**src/rtl/mul_operand_sequencer.sv**
```systemverilog
// mul_operand_sequencer
//   Adapter between a valid/ready operand stream and an 8-bit shift-add
//   multiplier that takes both operands over one shared data bus.
//   One operand pair is in flight at a time:
//     accept {a,b} -> drive a with a start pulse -> drive b -> wait for done
//     -> offer the registered product downstream.
//   A watchdog aborts the wait if the multiplier never reports done. An
//   aborted result has out_timeout=1 and out_product=0.
//
// Ports
//   clk          rising-edge clock
//   reset        synchronous, active-high reset
//   in_valid     operand pair valid
//   in_ready     sequencer can accept a pair (IDLE only)
//   in_a         multiplicand
//   in_b         multiplier
//   mul_start    one-cycle start pulse to the multiplier
//   mul_data     shared operand bus to the multiplier data input
//   mul_done     multiplier done (level)
//   mul_product  multiplier product
//   out_valid    result valid
//   out_ready    consumer accepts the result
//   out_product  registered product (0 on timeout)
//   out_timeout  result is a watchdog abort
//   busy         sequencer is not IDLE
module mul_operand_sequencer #(
  parameter int WIDTH   = 8,
  parameter int TIMEOUT = 64
) (
  input  logic                 clk,
  input  logic                 reset,
  input  logic                 in_valid,
  output logic                 in_ready,
  input  logic [WIDTH-1:0]     in_a,
  input  logic [WIDTH-1:0]     in_b,
  output logic                 mul_start,
  output logic [WIDTH-1:0]     mul_data,
  input  logic                 mul_done,
  input  logic [2*WIDTH-1:0]   mul_product,
  output logic                 out_valid,
  input  logic                 out_ready,
  output logic [2*WIDTH-1:0]   out_product,
  output logic                 out_timeout,
  output logic                 busy
);

  localparam int WDOG_W = (TIMEOUT > 2) ? $clog2(TIMEOUT) : 1;
  localparam logic [WDOG_W-1:0] WDOG_LAST = WDOG_W'(TIMEOUT - 1);

  typedef enum logic [2:0] {
    S_IDLE,
    S_SEND_A,
    S_SEND_B,
    S_WAIT,
    S_RESULT
  } state_t;

  state_t              state;
  state_t              state_next;
  logic [WIDTH-1:0]    b_hold;
  logic [WDOG_W-1:0]   wdog;
  logic                wdog_last;
  logic                accept;

  assign in_ready  = (state == S_IDLE);
  assign busy      = (state != S_IDLE);
  assign accept    = in_ready && in_valid;
  assign wdog_last = (wdog == WDOG_LAST);

  // State register
  always_ff @(posedge clk) begin
    if (reset) begin
      state <= S_IDLE;
    end else begin
      state <= state_next;
    end
  end

  // Next-state decode; mul_done only matters in S_WAIT so a done level left
  // over from the previous operation cannot end the wait early.
  always_comb begin
    state_next = state;
    case (state)
      S_IDLE:   if (accept) state_next = S_SEND_A;
      S_SEND_A: state_next = S_SEND_B;
      S_SEND_B: state_next = S_WAIT;
      S_WAIT:   if (mul_done || wdog_last) state_next = S_RESULT;
      S_RESULT: if (out_ready) state_next = S_IDLE;
      default:  state_next = S_IDLE;
    endcase
  end

  // Registered outputs, operand hold and watchdog.
  // mul_start and mul_data are loaded one edge ahead so that they are valid
  // during the cycle the FSM spends in S_SEND_A / S_SEND_B.
  always_ff @(posedge clk) begin
    if (reset) begin
      mul_start   <= 1'b0;
      mul_data    <= '0;
      b_hold      <= '0;
      wdog        <= '0;
      out_valid   <= 1'b0;
      out_product <= '0;
      out_timeout <= 1'b0;
    end else begin
      mul_start <= accept;
      case (state)
        S_IDLE: begin
          if (accept) begin
            mul_data <= in_a;
            b_hold   <= in_b;
          end
        end
        S_SEND_A: begin
          mul_data <= b_hold;
        end
        S_SEND_B: begin
          wdog <= '0;
        end
        S_WAIT: begin
          // done wins over a simultaneous watchdog expiry; the counter stops
          // at its last value instead of wrapping
          if (mul_done) begin
            out_product <= mul_product;
            out_timeout <= 1'b0;
            out_valid   <= 1'b1;
          end else if (wdog_last) begin
            out_product <= '0;
            out_timeout <= 1'b1;
            out_valid   <= 1'b1;
          end else begin
            wdog <= wdog + 1'b1;
          end
        end
        S_RESULT: begin
          if (out_ready) begin
            out_valid <= 1'b0;
          end
        end
        default: begin
          out_valid <= 1'b0;
        end
      endcase
    end
  end

endmodule

```
**config.mk**
```make
export PLATFORM = sky130hd
export DESIGN_NAME = mul_operand_sequencer
export DESIGN_NICKNAME = d
export VERILOG_FILES = /design/src/rtl/mul_operand_sequencer.sv
export SDC_FILE = /design/constraint.sdc
export NUM_CORES = 1
export LEC_CHECK = 0
export CAP_MARGIN = 30
export CORE_UTILIZATION = 39
export DETAILED_ROUTE_END_ITERATION = 6
export HOLD_SLACK_MARGIN = 0.02
export PLACE_DENSITY = 0.82
export SLEW_MARGIN = 20
export SYNTH_ARGS = -nofsm -noshare
export SYNTH_HDL_FRONTEND = slang
export SYNTH_SLANG_ARGS = --single-unit
```
**constraint.sdc**
```tcl
create_clock -name clk -period 1.7 [get_ports clk]
set_input_delay 0.51 -clock clk [delete_from_list [all_inputs] [get_ports clk]]
set_output_delay 0.51 -clock clk [all_outputs]
set_load 0.005 [all_outputs]
```
==> metrics <==
Pleak=0.9721 nW; Post-synth EDFFs=0; Post-Syn Area per Cell=8.505 um2; first-pass GRT wire length=7217 um; Combinational Power Share=15.8%; Slew Limit Headroom=66.72%; CP max stage delay=0.52 ns; Max Slew Vio Count=0; PD cells=861.1 nW/um2; port bufs=65; via count=1701; placed insts=325; slowest CP cell=clkdlybuf4s50_1; row count=24; arrival time worst endpoint=1.14 ns; Sw Pwr=0.0005247 W; WL final=4369 um; most frequent cells in the layout=clkdlybuf4s50_1, nand2_1, dfxtp_1; Inserted Clock Buffers=5; Root Driver=clkbuf_8; later-pin clock latency in the skew report=0.29 ns; status=finished, final reports clean; Crit path max-delay family=buffers and inverters; largest net degree at the start of global routing=21; Critical Path RT=1.19 ns; Initial Utilization=40.43%; Crit Path Max Fanout=2; die width=69.19 um; die area=4787 um2; Nets=318; Num Clock Sinks=44; vias in the first global route=1533; min cycle time layout=1.645 ns; cells along the critical path=clkdlybuf4s50_1; CP endpoint kind=output pin; CTS tree=built; Hold Buf Count CTS=0; Period Utilization, post-route=96.78%; clock buffer depth=2; Synth Cell Area=1760 um2; initial antenna violation count=0; CORE AREA=4354 um2; Seq/Total Area, Yosys=50.04%; final setup violation count=0; vias per cell=5.108; Max-Cap Viols=0; ys async rst share=0%; Worst Skew=0.003690 ns; Slew @ Worst Pin=0.4973 ns; fin cells=333; TritonRoute pass-1 iters=5; Critical Path Start Type=flip-flop; Seq cells post-synth=44; Int Pwr=0.001755 W; I/O Pins=66; Syn Nets=245; RSZ-0062 raised after global routing=false; share of cells above drive strength 1=11.03%; Seq pwr share=48.2%; Worst-path clk slew=0.08 ns; DRC=0; Placement Cell Area=2512 um2; ant diodes=0; Final Cell Area=2648 um2; grt ovf=0; crit path buf inv count=1; Synth Flop Type=dfxtp_1; GRT Util Overall=18.61%; ANT nets after route=0; Setup TNS=0 ns; clock network power share=35.9%; Iter 0 DRT Violations=106; H-tree Lvls=2; DP Wirelength=3129 um; library cells used by synthesis=32; Synth-to-Final Area Change=50.39%; critical path type=flip-flop to output pin; Synth Warn #=0; Synth Instances=207; leading cell type in the layout, fill and taps excluded=clkdlybuf4s50_1; gpl congestion=0.7486; Max VDD drop=0.0004392 V; die height=69.19 um; Fin. Hold Viols=0; Switching Share=23.01%; Hold WC Path Type=flip-flop to flip-flop; routed len/inst=13.12 um; Max Freq=607.8 MHz
==> cells in the mapped netlist (2+ instances only) <==
cell type / count / area, um2
nand2_1: 48 / 180.2
a21oi_1: 38 / 190.2
nor3_1: 2 / 10.01
nand3_1: 3 / 15.01
o21ai_0: 21 / 105.1
or3_1: 3 / 18.77
dfxtp_1: 44 / 880.8
a22oi_1: 8 / 60.06
inv_1: 4 / 15.01
buf_2: 4 / 20.02
clkbuf_1: 6 / 22.52
nor2_1: 6 / 22.52
==> power groups by stage <==
stage | clock network (W) | logic (W) | registers (W)
6_report | 0.000819 | 0.000361 | 0.00110
2_1_floorplan | 0 | 0.000159 | 0.00112
4_1_cts | 0.000839 | 0.000358 | 0.00110
3_5_place_dp | 0 | 0.000362 | 0.00112
3_3_place_gp | 0 | 0.000355 | 0.00112
5_1_grt | 0.000894 | 0.000395 | 0.00111
==> metal layers <==
metal	vias to the layer above	wire length, um	global-route usage [%]
met5	-	0	0
met4	0	21	4.082
met3	2	287	5.523
met2	63	2071	30.64
met1	770	1989	24.08
li1	866	-	-
==> flip-flops by register name, summed over array words and instances (netlist names) <==
register     count
out_product     16
b_hold           8
mul_data         8
wdog             6
state            3
mul_start        1
out_timeout      1
out_valid        1
==> through the flow <==
| step | power, W | setup WS (ns) | util, % | hold WS [ns] |
|---|---|---|---|---|
| global route | 0.002394 | 0.002927 | 60.80 | 0.4880 |
| finish | 0.002280 | 0.05468 | 60.80 | 0.4603 |
| floorplan | 0.001280 | 0.1469 | - | 0.4368 |
| detailed placement | 0.001485 | -0.1463 | 57.70 | 0.4495 |
| CTS | 0.002297 | 0.02345 | 60.43 | 0.4618 |
| global placement | 0.001476 | -0.1155 | 57.70 | 0.4424 |
==> what timing repair did <==
item / CTS / global route
endpoints found under the hold margin: 0 / 0
setup endpoints to repair: 2 / 12
pin swaps: 1 / 1
resized for setup: 2 / 6
gates cloned: 0 / 0
setup buffers: 0 / 0
==> logic make-up after synthesis <==
logic type / Yosys count / synth area share, %
flops: 44 / 50.04
compound gates: 74 / 24.24
mux: 1 / 0.5686
simple gates: 70 / 18.91
buf+inv: 16 / 5.046
fa+ha+maj: 1 / 0.7106
xor+xnor: 1 / 0.4976
==> final timing paths <==
check	from	to	slack [ns]	depth (start not counted)
worst min register to register	b_hold[4]	b_hold[4]	0.46	2
worst max register to register	wdog[0]	state[1]	0.11	5
worst min-delay path	b_hold[4]	b_hold[4]	0.46	2
worst max-delay path	out_product[15]	out_product[15]	0.05	1
==> final cells by class <==
type,count,area (um2)
clock buffer,6,82.58
clock inverter,2,38.79
fill,378,1707
inverter,4,15.01
multi-input combinational,147,799.5
sequential,44,882.1
tap,52,65.06
timing repair buffer,78,764.5
No activity file was read; power rests on OpenSTA's default activity.
